`src/rtl/regfile_dump_reader_if.sv`:
```
// regfile_dump_reader_if: valid/ready word stream from the dump reader toward the debug/host link.
interface regfile_dump_reader_if #(
    parameter int DATA_W = 32
);
    logic              m_valid;
    logic [DATA_W-1:0] m_data;
    logic              m_last;
    logic              m_ready;

    modport master (output m_valid, output m_data, output m_last, input m_ready);
    modport slave  (input m_valid, input m_data, input m_last, output m_ready);
endinterface

```
`src/rtl/regfile_dump_reader.sv`:
```
// regfile_dump_reader: on start, streams a header word then x0..x(NUM_REGS-1) read through a spare
// register-file read port. Define CHECKSUM_EN to append an XOR trailer word after the last register.
module regfile_dump_reader #(
    parameter int                NUM_REGS   = 32,
    parameter int                ADDR_W     = 5,
    parameter int                DATA_W     = 32,
    parameter logic [DATA_W-1:0] HEADER_TAG = 32'hC0DE_0000
) (
    input  logic                  clk,
    input  logic                  rst_n,
    input  logic                  start,
    input  logic                  abort,
    output logic [ADDR_W-1:0]     RdAddr,
    input  logic [DATA_W-1:0]     RdData,
    regfile_dump_reader_if.master m,
    output logic                  busy,
    output logic                  done
);

`ifdef CHECKSUM_EN
    typedef enum logic [2:0] {S_IDLE, S_HEADER, S_READ, S_SEND, S_TRAILER, S_DONE} state_t;
`else
    typedef enum logic [2:0] {S_IDLE, S_HEADER, S_READ, S_SEND, S_DONE} state_t;
`endif

    localparam logic [ADDR_W:0]   LAST_IDX    = (ADDR_W+1)'(NUM_REGS - 1);
    localparam logic [ADDR_W:0]   IDX_ONE     = (ADDR_W+1)'(1);
    localparam logic [DATA_W-1:0] HEADER_WORD = HEADER_TAG | DATA_W'(NUM_REGS);

    state_t              state_q, state_d;
    logic [ADDR_W:0]     idx_q;
    logic [DATA_W-1:0]   data_q;
    logic                xfer;
    logic                last_idx;
`ifdef CHECKSUM_EN
    logic [DATA_W-1:0]   csum_q;
`endif

    assign last_idx = (idx_q == LAST_IDX);
    assign xfer     = m.m_valid & m.m_ready;

    always_ff @(posedge clk or negedge rst_n) begin
        if (!rst_n) state_q <= S_IDLE;
        else        state_q <= state_d;
    end

    always_comb begin
        state_d = state_q;
        unique case (state_q)
            S_IDLE:   if (start) state_d = S_HEADER;
            S_HEADER: if (xfer)  state_d = S_READ;
            S_READ:   state_d = S_SEND;
            S_SEND: begin
                if (xfer) begin
                    if (last_idx)
`ifdef CHECKSUM_EN
                        state_d = S_TRAILER;
`else
                        state_d = S_DONE;
`endif
                    else
                        state_d = S_READ;
                end
            end
`ifdef CHECKSUM_EN
            S_TRAILER: if (xfer) state_d = S_DONE;
`endif
            S_DONE:   state_d = S_IDLE;
            default:  state_d = S_IDLE;
        endcase
        // abort beats any transfer on the same edge; start wins in IDLE since abort is ignored there
        if (abort && (state_q != S_IDLE)) state_d = S_IDLE;
    end

    // Word register: header on start, register value in READ, checksum after the last SEND
    always_ff @(posedge clk or negedge rst_n) begin
        if (!rst_n) begin
            idx_q  <= '0;
            data_q <= '0;
`ifdef CHECKSUM_EN
            csum_q <= '0;
`endif
        end else if (state_d == S_IDLE) begin
            idx_q  <= '0;
            data_q <= '0;
        end else begin
            unique case (state_q)
                S_IDLE: data_q <= HEADER_WORD;
                S_HEADER: begin
                    idx_q  <= '0;
`ifdef CHECKSUM_EN
                    csum_q <= '0;
`endif
                end
                // x0 is hardwired zero regardless of what the port returns
                S_READ: data_q <= (idx_q == '0) ? '0 : RdData;
                S_SEND: begin
                    if (xfer) begin
`ifdef CHECKSUM_EN
                        csum_q <= csum_q ^ data_q;
                        if (last_idx) data_q <= csum_q ^ data_q;
`endif
                        if (!last_idx) idx_q <= idx_q + IDX_ONE;
                    end
                end
                default: ;
            endcase
        end
    end

    assign m.m_data  = data_q;
`ifdef CHECKSUM_EN
    assign m.m_valid = (state_q == S_HEADER) || (state_q == S_SEND) || (state_q == S_TRAILER);
    assign m.m_last  = (state_q == S_TRAILER);
`else
    assign m.m_valid = (state_q == S_HEADER) || (state_q == S_SEND);
    assign m.m_last  = (state_q == S_SEND) && last_idx;
`endif
    assign RdAddr = ((state_q == S_READ) || (state_q == S_SEND)) ? idx_q[ADDR_W-1:0] : '0;
    assign busy   = (state_q != S_IDLE);
    assign done   = (state_q == S_DONE);

endmodule

```
`src/flat_wrapper.sv`:
```
// flat-port wrapper written by rule: the top's interface ports become plain ports
module regfile_dump_reader_flat 
#(
    parameter int                NUM_REGS   = 32,
    parameter int                ADDR_W     = 5,
    parameter int                DATA_W     = 32,
    parameter logic [DATA_W-1:0] HEADER_TAG = 32'hC0DE_0000
)
  (clk, rst_n, start, abort, RdAddr, RdData, busy, done, m_m_valid, m_m_data, m_m_last, m_m_ready);
  regfile_dump_reader_if #(.DATA_W(DATA_W)) m_i ();
  input  logic clk;
  input  logic rst_n;
  input  logic start;
  input  logic abort;
  output logic [ADDR_W-1:0] RdAddr;
  input  logic [DATA_W-1:0] RdData;
  output logic busy;
  output logic done;
  output wire logic [$bits(m_i.m_valid)-1:0] m_m_valid;
  output wire logic [$bits(m_i.m_data)-1:0] m_m_data;
  output wire logic [$bits(m_i.m_last)-1:0] m_m_last;
  input wire logic [$bits(m_i.m_ready)-1:0] m_m_ready;
  assign m_m_valid = m_i.m_valid;
  assign m_m_data = m_i.m_data;
  assign m_m_last = m_i.m_last;
  assign m_i.m_ready = m_m_ready;
  regfile_dump_reader #(.NUM_REGS(NUM_REGS), .ADDR_W(ADDR_W), .DATA_W(DATA_W), .HEADER_TAG(HEADER_TAG)) u_core (.clk(clk), .rst_n(rst_n), .start(start), .abort(abort), .RdAddr(RdAddr), .RdData(RdData), .m(m_i), .busy(busy), .done(done));
endmodule
```
`config.mk`:
```
export PLATFORM = sky130hd
export DESIGN_NAME = regfile_dump_reader_flat
export DESIGN_NICKNAME = d
export VERILOG_FILES = /design/src/rtl/regfile_dump_reader_if.sv /design/src/rtl/regfile_dump_reader.sv /design/src/flat_wrapper.sv
export SDC_FILE = /design/constraint.sdc
export NUM_CORES = 1
export LEC_CHECK = 0
export CAP_MARGIN = 40
export CORE_MARGIN = 3
export CORE_UTILIZATION = 44
export DETAILED_ROUTE_END_ITERATION = 16
export PLACE_DENSITY = 0.79
export SYNTH_ARGS = -nofsm -noshare
export SYNTH_HDL_FRONTEND = slang
export SYNTH_SLANG_ARGS = --single-unit
```
`constraint.sdc`:
```
create_clock -name clk -period 1.8 [get_ports clk]
set_input_delay 0.27 -clock clk [delete_from_list [all_inputs] [get_ports clk]]
set_output_delay 0.27 -clock clk [all_outputs]
set_load 0.01 [all_outputs]
```
After elaboration in Yosys (flattened, before gate mapping)
Cells that the tools add are included.
{"block": "totals", "word_cells": 37, "ff_bits": 41, "inputBits": 37}
{"block": "classes", "n_eq_ne": 7, "n_reduce_logical": 11, "mux": 14, "n_addsub": 1, "bitwise": 1}
{"cell": "$mux W32", "count": 2}
{"cell": "$pmux W32 S2", "count": 1}
{"cell": "$mux W6", "count": 3}
{"cell": "$mux W3", "count": 5}
{"cell": "$pmux W3 S4", "count": 1}
{"cell": "$pmux W6 S2", "count": 1}
{"cell": "$reduce_bool A3 Y1", "count": 3}
{"cell": "$add A6 B1 Y6 const B", "count": 1}
{"cell": "$eq A3 B2 Y1 const B", "count": 2}
{"cell": "$eq A6 B5 Y1 const B", "count": 1}
{"cell": "$logic_not A3 Y1", "count": 2}
{"cell": "$logic_not A6 Y1", "count": 1}
{"cell": "$mux W5", "count": 1}
{"cell": "$eq A3 B1 Y1 const B", "count": 1}
{"cell": "$eq A3 B3 Y1 const B", "count": 1}
{"cell": "$ne A3 B1 Y1 const B", "count": 1}
{"cell": "$ne A3 B3 Y1 const B", "count": 1}
{"cell": "$reduce_and A3 Y1", "count": 1}
{"cell": "$logic_and A1 B1 Y1", "count": 2}
{"cell": "$logic_or A1 B1 Y1", "count": 2}
{"cell": "$and A1 B1 Y1", "count": 1}

Logic depth before layout (Yosys ltp)
{"block": "depth", "depth_word": 9, "depth_mapped": 7, "ltp_nobuf": 5}

Worst setup path before layout
Ideal clock, no wire load.
{"block": "synth_timing", "kind": "register to register", "from": "reg u_core.state_q[2]", "to": "reg u_core.data_q[27], in the netlist u_core.m.m_data[27]", "path_stages_with_launch": 8, "n_path_buf": 3, "period_less_slack_ns": 1.506, "setup_ns": 0.070, "t_arrival_ns": 1.436, "t_required_ns": 1.730, "path_slack_ns": 0.294, "path_cell_list": "dfrtp_1 > buf_6 > or3b_1 > buf_6 > a21oi_4 > buf_6 > a22oi_2 > nor2_2"}
{"block": "synth_between", "elab_chain_len": 8, "word_cells_on_any_way": 17}
{"item": "start: declaration", "line_no": "regfile_dump_reader.sv:30", "text": "state_t state_q, state_d;"}
{"item": "start signal: assignment", "line_no": "regfile_dump_reader.sv:44", "text": "else state_q <= state_d;"}
{"item": "$eq A3 B1 Y1 or $eq A3 B2 Y1 (tied branches)", "line_no": "regfile_dump_reader.sv:49, regfile_dump_reader.sv:116"}
{"item": "$logic_or A1 B1 Y1", "line_no": "regfile_dump_reader.sv:116", "text": "assign m.m_valid = (state_q == S_HEADER) || (state_q == S_SEND);"}
{"item": "$and A1 B1 Y1", "line_no": "regfile_dump_reader.sv:40", "text": "assign xfer = m.m_valid & m.m_ready;"}
{"item": "$mux W3, on equally long branches", "line_no": "regfile_dump_reader.sv:54, regfile_dump_reader.sv:51"}
{"item": "$pmux W3 S4", "line_no": "regfile_dump_reader.sv:49", "text": "unique case (state_q)"}
{"item": "$mux W3", "line_no": "regfile_dump_reader.sv:72", "text": "if (abort && (state_q != S_IDLE)) state_d = S_IDLE;"}
{"item": "$logic_not A3 Y1", "line_no": "regfile_dump_reader.sv:83", "text": "end else if (state_d == S_IDLE) begin"}
{"item": "$reduce_bool A3 Y1 (no source line) or $mux W32 (tied branches)"}
{"item": "end signal: assignment", "line_no": "regfile_dump_reader.sv:96", "text": "S_READ: data_q <= (idx_q == '0) ? '0 : RdData;"}
{"item": "end: declaration", "line_no": "regfile_dump_reader.sv:32", "text": "logic [DATA_W-1:0] data_q;"}
Parallel ways exist; a longest one is shown, timed or not.
A chain may end at the register's enable or synchronous reset.

Worst setup path after layout
{"block": "layout_timing", "from": "reg u_core.state_q[2]", "to": "out busy"}
{"block": "layout_between", "elab_chain_len": 1}
{"item": "$reduce_bool A3 Y1", "line_no": "regfile_dump_reader.sv:120", "text": "assign busy = (state_q != S_IDLE);"}
{"item": "end: declaration", "line_no": "flat_wrapper.sv:17", "text": "output logic busy;"}
Every way passes these cells.

==> impl_metrics.ini <==
[synthesis]
synth-async-reset-ratio_pct = 100
postSynthCellCount = 195
synth_edf_count = 0
mappedNetlistArea_sq_mm = 0.00205
ys_types = 34
synth_fp_nets = 234
ys.flop_type = dfrtp_1
synth_seq_area_share_pct = 50.0
syn_area_per_cell_sq_um = 10.5
ys_ff_latch = 41
ys_warn_count = 0

[clocking]
cts_tree = built
ctsHtreeMaxLevel = 2
holdBufCountCts = 0
clk_pin_slew_ps = 80
cts_root_buf = clkbuf_8
cts_buffers = 5
clk_latency_ps = 290
clockBufferDepth = 2
clock-sinks = 41

[routing]
via_per_inst = 5.38
dr_wl_met3_um = 322
wire_per_inst_um = 16.6
drt_iter0_markers = 116
firstDrtPassIters = 4
met1_length_um = 2500
wl_met2_um = 2840
routed_wl_um = 5700
drc = 0
highest_layer = met4
ant_nets = 0
dr_total_vias = 1847

[grt]
grt_max_degree = 42
antenna_found_initial = 0
grt-ovfl-total = 0
grt_use_total_pct = 19.3
grt_pass1_vias = 1700
grt_pass1_wl_um = 8160

[sta]
rsz0062_at_grt = false
layout_min_cycle_time_ps = 1740
relSlewSlack_pct = 56.1
postLayoutSetupSlackWorst_ps = 59.0
finalCritPeriodShare_pct = 96.7
fmax_mhz = 574
setup_viol = 0
worst_pin_slew_ps = 658
final_hold_viol_count = 0
drv_slew = 0
hold_ws_ps = 38.1
fin_skew_ps = 3.46

[worst_setup_path]
critPathMaxFanout = 2
critPathLaunchType = register
reg2reg_setup_slack_ps = 80
end_kind = output port
worstReg2RegStart = u_core.state_q[0]$_DFF_PN0_
cp.required_ps = 1530
worstSetupPathType = register to output port
cp-endpoint = busy
rr_worst_depth = 6
worst_r2r_endpoint = u_core.m.m_data[16]$_DFFE_PN0P_
worstPathArrival_ps = 1470
startpoint = u_core.state_q[2]$_DFF_PN0_

[power_and_ir_drop]
p_clk_share_pct = 28.9
swShare_pct = 30.2
p_int_w = 0.00186
p_comb_share_pct = 31.1
switchingPower_w = 0.000804
ir_drop_mv = 0.592
p_leak_nw = 1.33
p_per_area_mw_per_mm2 = 832
seq_power_share_pct = 40.0

[place]
place_ws_ps = 8.39
place_congestion = 0.807
io_buffer_count = 77
dp_hpwl_um = 3560

[floorplan]
die-area_sq_mm = 0.00552
die_h_um = 74.3
core_area_sq_mm = 0.00444
fp.dieW_um = 74.3
rows = 24
ios = 78
initial_core_util_pct = 46.2

[cells_and_area]
drive_gt1_share_pct = 29.2
nNetsFinal = 329
areaGrowthSynthToFinish_pct = 55.9
num-fill-cells = 346
final_common_cell = clkdlybuf4s50_1
register_area_sq_mm = 0.00103
finish.utilization_pct = 72.0
num_antenna_cells = 0
layout_common_cells = clkdlybuf4s50_1, dfrtp_1, nor2_1
multi_input_area_sq_um = 967

[worst_hold_path]
worstHoldPathType = input pin to async pin

[job]
drv_cap = 0

[status]
status = complete, no violations
[cell type report]
| type | instances | share of cell area (%) |
|---|---|---|
| Sequential cell | 41 | 32.2 |
| Clock buffer | 7 | 2.70 |
| Timing Repair Buffer | 101 | 31.5 |
| Clock inverter | 1 | 0.938 |
| Multi-Input combinational cell | 137 | 30.2 |
| Tap cell | 52 | 2.03 |
| Inverter | 4 | 0.469 |
[what timing repair did]
item                                   in CTS  in global routing
endpoints found under the hold margin       0                  0
cloned                                      0                  2
resized for setup                          15                  6
setup buffers                               8                  1
pin swaps                                   0                  2
setup endpoints to repair                   9                 24
[registers in the layout (all words and copies together), names as in the netlist]
| signal | count |
|---|---|
| u_core.idx_q | 6 |
| u_core.state_q | 3 |
| u_core.m.m_data | 32 |
[power by group through the flow]
stage | clock network [W] | registers (W) | logic (W)
floorplan | 0 | 0.00111 | 0.000339
finish | 0.000769 | 0.00107 | 0.000828
CTS | 0.000789 | 0.00106 | 0.000817
global placement | 0 | 0.00109 | 0.000768
detailed placement | 0 | 0.00109 | 0.000778
global route | 0.000813 | 0.00108 | 0.000885
[metal layers]
layer / vias up / track usage [%]
met3: 4 / 3.78
li1: 878 / -
met2: 58 / 32.1
met5: - / 0
met4: 0 / 6.52
met1: 907 / 25.4
[Yosys cell counts (2+ instances only)]
library cell   n  area [sq um]
dfrtp_1       41          1030
a21oi_1       15          75.1
nand3_1        4          20.0
inv_1          4          15.0
nor2_1        22          82.6
a22oi_1        4          30.0
clkbuf_1       2          7.51
o21ai_0        3          15.0
nand2_1        9          33.8
nor3_1        12          60.1
buf_6          4          45.0
a22oi_2       20           250
or3b_1         2          17.5
or3_1          2          12.5
and2_1         6          37.5
buf_4          2          15.0
a31oi_1        2          12.5
buf_2          5          25.0
ha_1           2          25.0
nor2_2        20           125
[metrics by stage]
step | std cells | instance area [sq um] | total power (W) | setup TNS, ps
final | 343 | 3200 | 0.00266 | 0
after global routing | 343 | 3200 | 0.00277 | 0
after CTS | 341 | 3130 | 0.00267 | 0
after detailed placement | 325 | 2950 | 0.00187 | 0
after global placement | 325 | 2950 | 0.00186 | -2.60
after floorplan | 195 | 2050 | 0.00145 | 0
[worst min-delay path by stage]
stage / endpoint / cells after the start / slack [ps] / start
2_1_floorplan: u_core.idx_q[0]$_DFFE_PN0P_ / 0 / -30 / rst_n
3_3_place_gp: u_core.m.m_data[9]$_DFFE_PN0P_ / 2 / 360 / rst_n
3_5_place_dp: u_core.m.m_data[14]$_DFFE_PN0P_ / 2 / 370 / rst_n
4_1_cts: u_core.m.m_data[25]$_DFFE_PN0P_ / 2 / 40 / rst_n
5_1_grt: u_core.m.m_data[25]$_DFFE_PN0P_ / 2 / 90 / rst_n
6_report: u_core.m.m_data[14]$_DFFE_PN0P_ / 2 / 40 / rst_n
[logic make-up (layout without fill, tap and decap cells)]
family | Yosys count | after routing | synth area share [%]
AOI/OAI and AO/OA | 50 | 50 | 21.7
adders and majority gates | 2 | 2 | 1.22
buffers and inverters | 17 | 113 | 5.24
DFF | 41 | 41 | 50.0
and+or+nand+nor | 85 | 85 | 21.9
[worst max-delay path, stage by stage, from the launching register on]
cell,delay [ps]
dfrtp_2,410
buf_4,150
or3_1,330
dlygate4sd2_1,300
Power figures use the tool's default switching activity.
